==> config.mk <==
export PLATFORM = sky130hd
export DESIGN_NAME = bit_serial_subtractor
export DESIGN_NICKNAME = d
export VERILOG_FILES = /design/src/rtl/bit_serial_subtractor_pkg.sv /design/src/rtl/full_subtractor.sv /design/src/rtl/bit_serial_subtractor.sv
export SDC_FILE = /design/constraint.sdc
export NUM_CORES = 1
export LEC_CHECK = 0
export BUFFER_PORTS_ARGS = -buffer_cell sky130_fd_sc_hd__buf_2
export CAP_MARGIN = 20
export CORE_AREA = 4 4 58 60
export DETAILED_ROUTE_END_ITERATION = 12
export DIE_AREA = 0 0 62 64
export GPL_TIMING_DRIVEN = 0
export PLACE_DENSITY = 0.73
export SYNTH_ARGS = -nofsm -noshare
export SYNTH_HDL_FRONTEND = slang
export SYNTH_SLANG_ARGS = --single-unit
==> constraint.sdc <==
create_clock -name clk -period 3.55 [get_ports clk]
set_input_delay 0.5325 -clock clk [delete_from_list [all_inputs] [get_ports clk]]
set_output_delay 0.5325 -clock clk [all_outputs]
set_load 0.02 [all_outputs]
==> src/rtl/bit_serial_subtractor_pkg.sv <==
// Shared types and constants for the bit-serial subtractor.
// Holds the FSM state encoding, the default operand width and the counter sizing helper.
package bit_serial_subtractor_pkg;

    localparam int unsigned DEFAULT_WIDTH = 8;

    typedef enum logic [1:0] {
        IDLE = 2'd0,
        RUN  = 2'd1,
        DONE = 2'd2
    } state_t;

    // Bit-counter width: ceil(log2(width)), never less than one bit.
    function automatic int unsigned cnt_width(input int unsigned width);
        int unsigned w;
        w = $clog2(width);
        return (w < 1) ? 1 : w;
    endfunction

endpackage

==> src/rtl/full_subtractor.sv <==
// One-bit full subtractor: d = a - b - bin, with the borrow out in bout.
module full_subtractor (
    input  logic a,
    input  logic b,
    input  logic bin,
    output logic d,
    output logic bout
);

    assign d    = a ^ b ^ bin;
    assign bout = (~a & b) | (~(a ^ b) & bin);

endmodule

==> src/rtl/bit_serial_subtractor.sv <==
// Bit-serial subtractor: computes (a_in - b_in) mod 2^WIDTH one bit per clock, LSB first,
// using a single full-subtractor slice. It takes a start handshake in and returns a done handshake.
module bit_serial_subtractor
    import bit_serial_subtractor_pkg::*;
#(
    parameter int unsigned WIDTH = DEFAULT_WIDTH
) (
    input  logic             clk,
    input  logic             rst,
    input  logic             start_valid,
    output logic             start_ready,
    input  logic [WIDTH-1:0] a_in,
    input  logic [WIDTH-1:0] b_in,
    output logic [WIDTH-1:0] diff_out,
    output logic             borrow_out,
    output logic             done_valid,
    input  logic             done_ready
);

    localparam int unsigned CNT_W = cnt_width(WIDTH);

    state_t             state;
    state_t             state_next;
    logic [WIDTH-1:0]   a_sh;
    logic [WIDTH-1:0]   b_sh;
    logic [CNT_W-1:0]   cnt;
    logic               last_bit;
    logic               load;
    logic               shift;
    logic               start_ready_next;
    logic               done_valid_next;
    logic               bit_d;
    logic               bit_bout;

    assign last_bit = (cnt == CNT_W'(WIDTH - 1));

    // The single bit-slice. borrow_out doubles as the running borrow flop.
    full_subtractor u_fs (
        .a    (a_sh[0]),
        .b    (b_sh[0]),
        .bin  (borrow_out),
        .d    (bit_d),
        .bout (bit_bout)
    );

    // State register
    always_ff @(posedge clk or posedge rst) begin
        if (rst) begin
            state <= IDLE;
        end else begin
            state <= state_next;
        end
    end

    // Next-state logic
    always_comb begin
        state_next = state;
        case (state)
            IDLE: if (start_valid && start_ready) state_next = RUN;
            RUN:  if (last_bit)                   state_next = DONE;
            DONE: if (done_ready)                 state_next = IDLE;
            default:                              state_next = IDLE;
        endcase
    end

    // Output and datapath-control decode; the handshake flags are registered against next state
    always_comb begin
        load             = 1'b0;
        shift            = 1'b0;
        start_ready_next = (state_next == IDLE);
        done_valid_next  = (state_next == DONE);
        case (state)
            IDLE:    load  = start_valid && start_ready;
            RUN:     shift = 1'b1;
            default: ;
        endcase
    end

    // Handshake flags and datapath registers
    always_ff @(posedge clk or posedge rst) begin
        if (rst) begin
            start_ready <= 1'b1;
            done_valid  <= 1'b0;
            a_sh        <= '0;
            b_sh        <= '0;
            cnt         <= '0;
            diff_out    <= '0;
            borrow_out  <= 1'b0;
        end else begin
            start_ready <= start_ready_next;
            done_valid  <= done_valid_next;
            if (load) begin
                a_sh       <= a_in;
                b_sh       <= b_in;
                cnt        <= '0;
                diff_out   <= '0;
                borrow_out <= 1'b0;
            end else if (shift) begin
                a_sh       <= {1'b0, a_sh[WIDTH-1:1]};
                b_sh       <= {1'b0, b_sh[WIDTH-1:1]};
                diff_out   <= {bit_d, diff_out[WIDTH-1:1]};
                borrow_out <= bit_bout;
                // Hold on the last bit so the counter never wraps
                if (!last_bit) begin
                    cnt <= cnt + CNT_W'(1);
                end
            end
        end
    end

endmodule

# Word-level counts from Yosys, hierarchy flattened
# Cells that the tools add are included.
[classes]
add_sub_neg = 1
n_mux = 17
eq_ne = 5
n_reduce_logical = 5
bitwise_logic = 7
[op_table]
columns = ["operator", "n"]
rows = [
  ["$mux 8", 6],
  ["$mux 3", 3],
  ["$mux 2", 3],
  ["$pmux 2 s3", 1],
  ["$eq 2x2->1 const B", 2],
  ["$logic_not 2->1", 2],
  ["$mux 1", 4],
  ["$add 3x1->3 const B", 1],
  ["$eq 3x3->1 const B", 1],
  ["$and 1x1->1", 2],
  ["$eq 2x1->1 const B", 1],
  ["$ne 2x1->1 const B", 1],
  ["$not 1->1", 2],
  ["$reduce_and 2->1", 1],
  ["$reduce_bool 2->1", 1],
  ["$xor 1x1->1", 2],
  ["$logic_and 1x1->1", 1],
  ["$or 1x1->1", 1],
]
[word_totals]
output_inout_bits = 11
reg_bits = 32

# Depth between registers and ports, before layout
# Gate-level depths: netlist of run 1.
[depth]
ltp_word = 6
mapped_depth = 5
ltp_nobuf = 5

# Hierarchy
# A second synthesis of run 1 with hierarchy kept.
[unflattened]
cells_unflattened = 122
hier_area_um2 = 1406.3
[by_module_without_submodules]
columns = ["module", "cells_per_inst", "n_inst", "area_per_inst_um2", "seq_area_each_um2"]
rows = [
  ["bit_serial_subtractor", 118, 1, 1375.1, 802.0],
  ["full_subtractor", 4, 1, 31.3, 0.0],
]

# Least setup slack after synthesis of run 1
# Ideal clock, no wire load.
[synth_timing]
kind = "reg2reg"
startpoint = "reg cnt[0]"
endpoint = "reg cnt[0]"
path_slack_ns = 2.082
required_ns = 3.425
synth_period_minus_slack_ns = 1.468
setup_time_ns = 0.125
arrival_time_ns = 1.343
stages_incl_launch_ff = 6
path_cell_list = "dfrtp_1 ha_1 ha_1 nor3b_2 nor2_1 mux2_2"
[synth_via]
elab_chain_len = 4
word_cells_on_any_way = 7
cone_classes = "add/sub (1); eq/ne (2); mux (3); reduce/logical (1)"
[synth_rtl]
columns = ["element", "line", "source"]
rows = [
  ["from (decl)", "bit_serial_subtractor.sv:26", "logic [CNT_W-1:0] cnt;"],
  ["from (signal assigned)", "bit_serial_subtractor.sv:105", "cnt <= cnt + CNT_W'(1);"],
  ["$add 3x1->3", "bit_serial_subtractor.sv:105", ""],
  ["$mux 3", "bit_serial_subtractor.sv:104", "if (!last_bit) begin"],
  ["$mux 3", "bit_serial_subtractor.sv:98", "end else if (shift) begin"],
  ["$mux 3", "bit_serial_subtractor.sv:92", "if (load) begin"],
]
# Several ways; a longest one is shown, not always the timed one. The select of a mux whose other input is x is not followed.
# A chain may end at the register's enable or synchronous reset.

# Worst setup path after layout of run 1
# Same ends and word-level chain as after synthesis.

==> out/results.txt, run 1 <==
Warning count from the yosys run: 0. For this run, the post-layout net count is 181. Counting flops and latches in the post-synthesis netlist gives 32. The total overflow left after global routing is 0.

The tools report the clock root buffer as sky130_fd_sc_hd__clkbuf_4. The run gives 1056 as the via count of the first global-routing pass. STA classifies the critical path endpoint as a flop. The cell class contributing the biggest share of worst-path delay was simple AND/OR/NAND/NOR gates. Actual transition at the worst max-transition pin: 0.619 ns. The share of the clock period used by the worst path is 0.459. The longest individual stage delay on the worst path works out to 0.40 ns. The region available for standard cell placement spans 2930 µm². The startpoint-to-endpoint class of the critical path is flop to flop. The number of buffers inserted during clock tree synthesis is 5, and the initial core utilization is 0.477. The number of buffers and inverters on the critical path was 0.

The minimum clock period works out to 1.63 ns. Relative max-transition margin: 0.587. Ranked by instance count, the synthesized netlist is headed by 31 x sky130_fd_sc_hd__dfrtp_1, 21 x sky130_fd_sc_hd__nand2_1, 15 x sky130_fd_sc_hd__a21o_1, 15 x sky130_fd_sc_hd__a22o_1, 6 x sky130_fd_sc_hd__o21ai_1. Summing all flip-flop and latch instances after layout gives 802 µm².

The logs give 0 for the initial antenna violation count and 1023 for the via total after detailed routing. The tools report the sequential fraction of the synthesis area as 0.574. The overall global routing resource usage was 0.162; the net count after synthesis was 143.

The worst voltage drop across the vdd grid was 0.468 mV. Yosys attributes the largest share of cell area to sky130_fd_sc_hd__dfrtp_1 56%, sky130_fd_sc_hd__a22o_1 9.4%, sky130_fd_sc_hd__a21o_1 8.1%. Setup repair after global routing left no endpoint under its margin. Walking the worst path, the cells encountered are ha_1, ha_1, nor3b_2, nor2_1, mux2_2.

The area growth from synthesis to layout came out at 19.9%. For the total die area, the log shows 3970 µm². The run gives 31 as the top-level I/O count.

In this run, synthesis inferred 0 flip-flops with an integrated enable. The logs give 0 for the count of endpoints failing hold in the final timing report and 0.0112 ns for the worst clock skew on the final layout. Dividing the detail-routed wire length by the instance count gives 14.2 µm.

Max-cap violations in this run came to 0. The dominant synthesized flop cell is sky130_fd_sc_hd__dfrtp_1. During placement, the flow inserted port buffers numbering 30. Summing all multi-input logic gate instances after layout gives 514 µm².

The data arrival time of the worst path came out at 1.86 ns. The critical path crosses 5 cells after its start point. Summing every instance area after synthesis gives 1400 µm².

The layout filler cell count was 274. The total number of placement rows came out at 20. The synthesized netlist contains 24 unique library cells. In this run the worst hold path is classified as primary input to async pin. The tools report the total design power as 1.49 mW. TritonCTS built the clock tree. The cell count after synthesis came out at 120. The detailed router finished its first iteration with 25 violations.

The final weighted congestion in routability-driven placement was 0.693. Along the worst path, the maximum fanout reaches 4. For the worst setup path, the data required time is 3.77 ns.

The clock-pin slew reported for the worst setup and hold paths after clock tree synthesis works out to 0.10 ns. The post-cts hold buffer count was 0; the share of synthesized flip-flops with an asynchronous set or reset was 1.00. Using the TritonRoute via totals, the vias-per-cell ratio works out to 5.33. The run gives 0 as the antenna diode count.

Setup violations remaining at the end of the flow were counted as 0. Summed over all failing endpoints, the final setup total negative slack is 0 ns. The largest total area in the synthesized netlist belongs to sky130_fd_sc_hd__dfrtp_1.

The most numerous cell on the critical path is sky130_fd_sc_hd__ha_1. The total leakage power was 0.942 nW. On the critical path, the stage with the largest delay is an instance of sky130_fd_sc_hd__dfrtp_1. sky130_fd_sc_hd__dfrtp_1 is the most common cell in the netlist. The die span in y works out to 64 µm.

The proportion of netlist area held by the largest area contributor is 0.555, and the global-route wire length before repair is 4600 µm. The number of iterations in the first detailed-routing pass is 4, and the total length of routed wires is 2720 µm. The average instance area after synthesis is 11.6 µm², and the fraction of layout cells with a size suffix above 1 is 0.314. For this run, the top clock speed supported by timing is 613 MHz. The length in cells of the worst reg-to-reg path came out at 5. Nature of the critical path startpoint: a flop. The latest clock arrival within the worst-skew pair came out at 0.34 ns. CTS saw 32 sinks.

For the pin count of the biggest net entering global routing, the log shows 20. The count of nets left with antenna violations once routing finished came out at 0. CTS built an H-tree with a depth of 2.

The run finished with clean final reports. For the number of resized instances in the post-cts repair step, the log shows 0. The maximum count of clock buffers along a single path was 2; the width of the die was 62 µm. The buffer count from post-CTS setup fixing was 0. The total power divided by cell area was 887 nW/µm²; the final number of max-transition violations was 0. The detailed-placement wirelength estimate was 2000 µm.

The number of design rule violations left after detail routing was 0.
## flip-flops by register name, indices dropped and copies added (netlist names)
name and count:
done_valid 1, borrow_out 1, b_sh 8, state 2, a_sh 8, diff_out 8
start_ready 1, cnt 3
## per-stage QoR
| stage | cells | setup slack [ns] | hold WS, ns | instance area, µm² | util |
|---|---|---|---|---|---|
| floorplan | 120 | 2.08 | 0.450 | 1400 | - |
| global placement | 183 | 1.96 | 0.459 | 1590 | 0.543 |
| detailed placement | 184 | 1.94 | 0.467 | 1620 | 0.552 |
| CTS | 192 | 1.92 | 0.263 | 1680 | 0.572 |
| global route | 192 | 1.84 | 0.273 | 1680 | 0.572 |
| finish | 192 | 1.92 | 0.248 | 1680 | 0.572 |
## cell families (layout without fill, tap and decap cells)
family                   after synthesis  after routing  synth area share
AND/OR/NAND/NOR                       30             30             0.106
multiplexers                           1              1           0.00806
AO/OA/AOI/OAI                         42             42             0.222
buffers and inverters                 12             51            0.0582
adder cells (fa/ha/maj)                3              3            0.0322
flip-flops                            32             32             0.574
## routing by layer
layer	GRT usage	part of all wire	up-vias
met5	0	0	-
met3	0.0505	0.060	9
met1	0.190	0.40	495
li1	-	-	499
met4	0.103	0.029	0
met2	0.247	0.51	20
## cell type report
class,instances,area share
Buffer,8,0.0396
Clock buffer,8,0.0351
Inverter,4,0.00896
Multi-Input combinational cell,76,0.307
Sequential cell,32,0.479
Tap cell,33,0.0246
Timing Repair Buffer,31,0.106
## cells in the final DEF (no fill, tap or decap), types with 2 or more instances in the layout
cell type / count
sky130_fd_sc_hd__buf_6: 3
sky130_fd_sc_hd__clkbuf_1: 2
sky130_fd_sc_hd__clkbuf_4: 5
sky130_fd_sc_hd__nor3_1: 2
sky130_fd_sc_hd__dfrtp_1: 31
sky130_fd_sc_hd__inv_1: 4
sky130_fd_sc_hd__o21ai_0: 4
sky130_fd_sc_hd__ha_1: 2
sky130_fd_sc_hd__a21o_1: 15
sky130_fd_sc_hd__a22o_1: 15
sky130_fd_sc_hd__buf_2: 32
sky130_fd_sc_hd__nand2_1: 21
sky130_fd_sc_hd__buf_4: 3
sky130_fd_sc_hd__o21ai_1: 6
## where the power goes
part           switching (mW)  internal, mW
Combinational           0.361         0.303
Sequential             0.0863         0.517
Clock                   0.121        0.0976
## path summary, 6_finish.rpt
kind                                     start                     to  slack (ns)
hold reg to reg            b_sh[5]$_DFFE_PP0P_    b_sh[5]$_DFFE_PP0P_        0.49
hold / removal                             rst    b_sh[3]$_DFFE_PP0P_        0.25
min in group clk                       a_in[7]    a_sh[7]$_DFFE_PP0P_        0.41
setup reg to reg            cnt[0]$_DFFE_PP0P_     cnt[0]$_DFFE_PP0P_        1.92
max in group asynchronous                  rst  start_ready$_DFF_PP1_        2.70
setup / recovery            cnt[0]$_DFFE_PP0P_     cnt[0]$_DFFE_PP0P_        1.92
(Power assumes the default switching activity.)
==> run 2, diff against run 1 <==
- CORE_AREA: 4 4 58 60 -> 4 4 60 62
- DIE_AREA: 0 0 62 64 -> 0 0 64 66
- PLACE_DENSITY: 0.73 -> 0.71
- clock period: 3.55 -> 1.4 ns (I/O delays scaled with it)
==> run 2 against run 1 <==
Against the previous run: the flow now finishes with violations (setup timing); highest routed layer unchanged; hold slack got worse by 0.14 ns; core utilization up 0.92 points; fmax grew 15%; routed wire length up 6.4%; die area grew 6.5%.
==> out/results.txt, run 2 (synthesis results as in run 1) <==
The worst-path maximum fanout was 4. After detailed routing, the number of vias per cell comes to 4.96. The pin count of the biggest net entering global routing was 20. The first global-routing pass estimated 5010 µm of wire. The run gives 0.481 as the combinational power share. After the last flow step, the layout net total stands at 187. The initialized floorplan defines 20 standard-cell rows. The tools report the worst clock skew on the final layout as 0.0121 ns. Final number of max-transition violations: 0.

The count of buffers added on input and output ports is 30. The setup path with the least slack is of type flop to flop. The tools report the share of power burned in the clock network as 0.126. The wire-length estimate of the detail-placed layout is 2170 µm.

0 antenna diodes ended up in the layout. The maximum count of clock buffers along a single path came out at 2. The fraction of layout cells with a size suffix above 1 was 0.358; the overflow left after global routing was 0. The checks that failed: setup timing. At the later pin of the worst-skew pair, clock insertion delay measures 0.33 ns. For the layout filler cell count, the log shows 263. The largest registers in the layout are a_sh (8), b_sh (8), diff_out (8).

The critical path contains buffers and inverters numbering 0 combined. Leaving out fill and tap cells, the most frequent cell in the layout is sky130_fd_sc_hd__buf_2. During I/O placement, the number of pins put on the boundary was 31. The final weighted congestion in routability-driven placement was 0.735.

The top cell types in the final layout, fill and taps aside, are 32 x sky130_fd_sc_hd__buf_2, 30 x sky130_fd_sc_hd__dfrtp_1, 21 x sky130_fd_sc_hd__nand2_1. The actual transition at the worst max-transition pin works out to 0.613 ns. The total die area was 4220 µm²; the final standard cell utilization of the core was 0.581. For this run, design rule violations remaining after detail routing come to 0.

The total area inside the core boundary comes to 3030 µm². Setup repair after global routing could not meet its margin everywhere. The logs give -0.0195 ns for the final critical-path setup slack and 0 for the count of endpoints failing hold in the final timing report. Data on the critical path arrives at its endpoint at 1.64 ns. The relative max-transition margin came out at 0.591. The switching share of total power is 0.381, and the upper clock frequency limit is 704 MHz.

The share of the clock period used by the worst path came out at 1.01. The logs give 0.462 for the initial core utilization and 0.966 nW for the total leakage power. VDD sags by at most 1.29 mV. The initial antenna violation count is 0, and the number of buffers inserted during clock tree synthesis is 5. The pre-antenna-repair detailed-routing pass consisted of 4 iterations. The smallest clock period supported by the final layout is computed as 1.42 ns. TritonCTS built the clock tree. The overall global routing resource usage was 0.161; the setup slack on the worst flop-to-flop path was -0.02 ns. The width of the die works out to 64 µm. The worst setup path is captured at a flop. Compared with the post-synthesis result, the final layout area differs by 26.0%.

The via count of the first global-routing pass is 1123. Cell class contributing the biggest share of worst-path delay: flip-flops. The via total after detailed routing is 1037.

The path class of the tightest hold or removal check is primary input to flop. The required time of the worst setup path was 1.62 ns; the register area was 803 µm². The clock-pin slew reported for the worst setup and hold paths after clock tree synthesis came out at 0.09 ns. The area of the multi-input gates was 547 µm². The count of final setup violators was 1. The slowest stage of the critical path belongs to the cell sky130_fd_sc_hd__dfrtp_1. In this run the power spent charging and discharging nets is 1.49 mW. STA classifies the critical path startpoint as a flop. The sequential share of power was 0.394. The run finished, with violations left.

The H-tree was split into 2 levels. The cell internal power dissipation was 2.43 mW. In this run, the number of DRC markers left after iteration 0 of detailed routing was 55. The die span in y was 66 µm.

The routed design has 2890 µm of wire. In this run the power density over the cells is 2230 nW/µm². Dividing the detail-routed wire length by the instance count gives 13.8 µm.

The largest single stage delay on the critical path is 0.40 ns. For the number of sinks handled by clock tree synthesis, the log shows 32. Walking the worst path, the cells encountered are ha_2, ha_4, nor3b_4, nor2_2, mux2_4. In this run the remaining antenna-violating nets after routing total 0. After layout, the design draws a total of 3.92 mW. In this run the clock root is driven by a sky130_fd_sc_hd__clkbuf_4. Across the run, the number of max-cap violations was 0.
run 2: worst paths after layout:
check	end	startpoint	cells after the start
worst max-delay path	cnt[0]$_DFFE_PP0P_	cnt[0]$_DFFE_PP0P_	5
worst min-delay path	b_sh[0]$_DFFE_PP0P_	b_in[0]	2
worst max register to register	cnt[0]$_DFFE_PP0P_	cnt[0]$_DFFE_PP0P_	5
worst min register to register	a_sh[3]$_DFFE_PP0P_	a_sh[3]$_DFFE_PP0P_	1
max in group asynchronous	diff_out[4]$_DFFE_PP0P_	rst	4
min in group asynchronous	a_sh[5]$_DFFE_PP0P_	rst	3
run 2: final cells by class:
cell class / instances / share of cell area
clock buffer: 8 / 0.0277
inverter: 4 / 0.00853
timing repair buffer: 37 / 0.128
sequential: 32 / 0.456
buffer: 8 / 0.0377
multi-input combinational: 76 / 0.311
tap: 44 / 0.0313
run 2: power by group through the flow:
stage | logic (mW) | clock network, mW | registers (mW)
CTS | 1.87 | 0.516 | 1.55
finish | 1.88 | 0.493 | 1.54
detailed placement | 1.76 | 0 | 1.57
global placement | 1.68 | 0 | 1.54
global route | 2.10 | 0.567 | 1.60
floorplan | 1.18 | 0 | 1.68
run 2: metal layers:
layer | routed length [µm] | GRT usage | share of wire
met5 | 0 | 0 | 0
met4 | 48 | 0.0566 | 0.017
met3 | 166 | 0.0731 | 0.057
met2 | 1500 | 0.286 | 0.52
met1 | 1180 | 0.167 | 0.41
run 2: repair_timing:
item | CTS | global route
endpoints found under the hold margin | 12 | 0
resized for setup | 2 | 1
setup endpoints to repair | 3 | 7
pin swaps | 3 | 0
buffers inserted | 4 | 1
hold buffers | 1 | 0
run 2: per-stage QoR:
step                      instances  setup WS (ns)  hold slack, ns  instance area, µm²  setup TNS (ns)
final                           209        -0.0195           0.107                1760         -0.0195
after global routing            209        -0.0837          0.0803                1760          -0.112
after CTS                       208        -0.0103          0.0948                1750         -0.0103
after detailed placement        195        -0.0910           0.314                1650         -0.0968
after global placement          194        -0.0510           0.446                1630         -0.0510
after floorplan                 120       -0.00356           0.325                1420        -0.00356
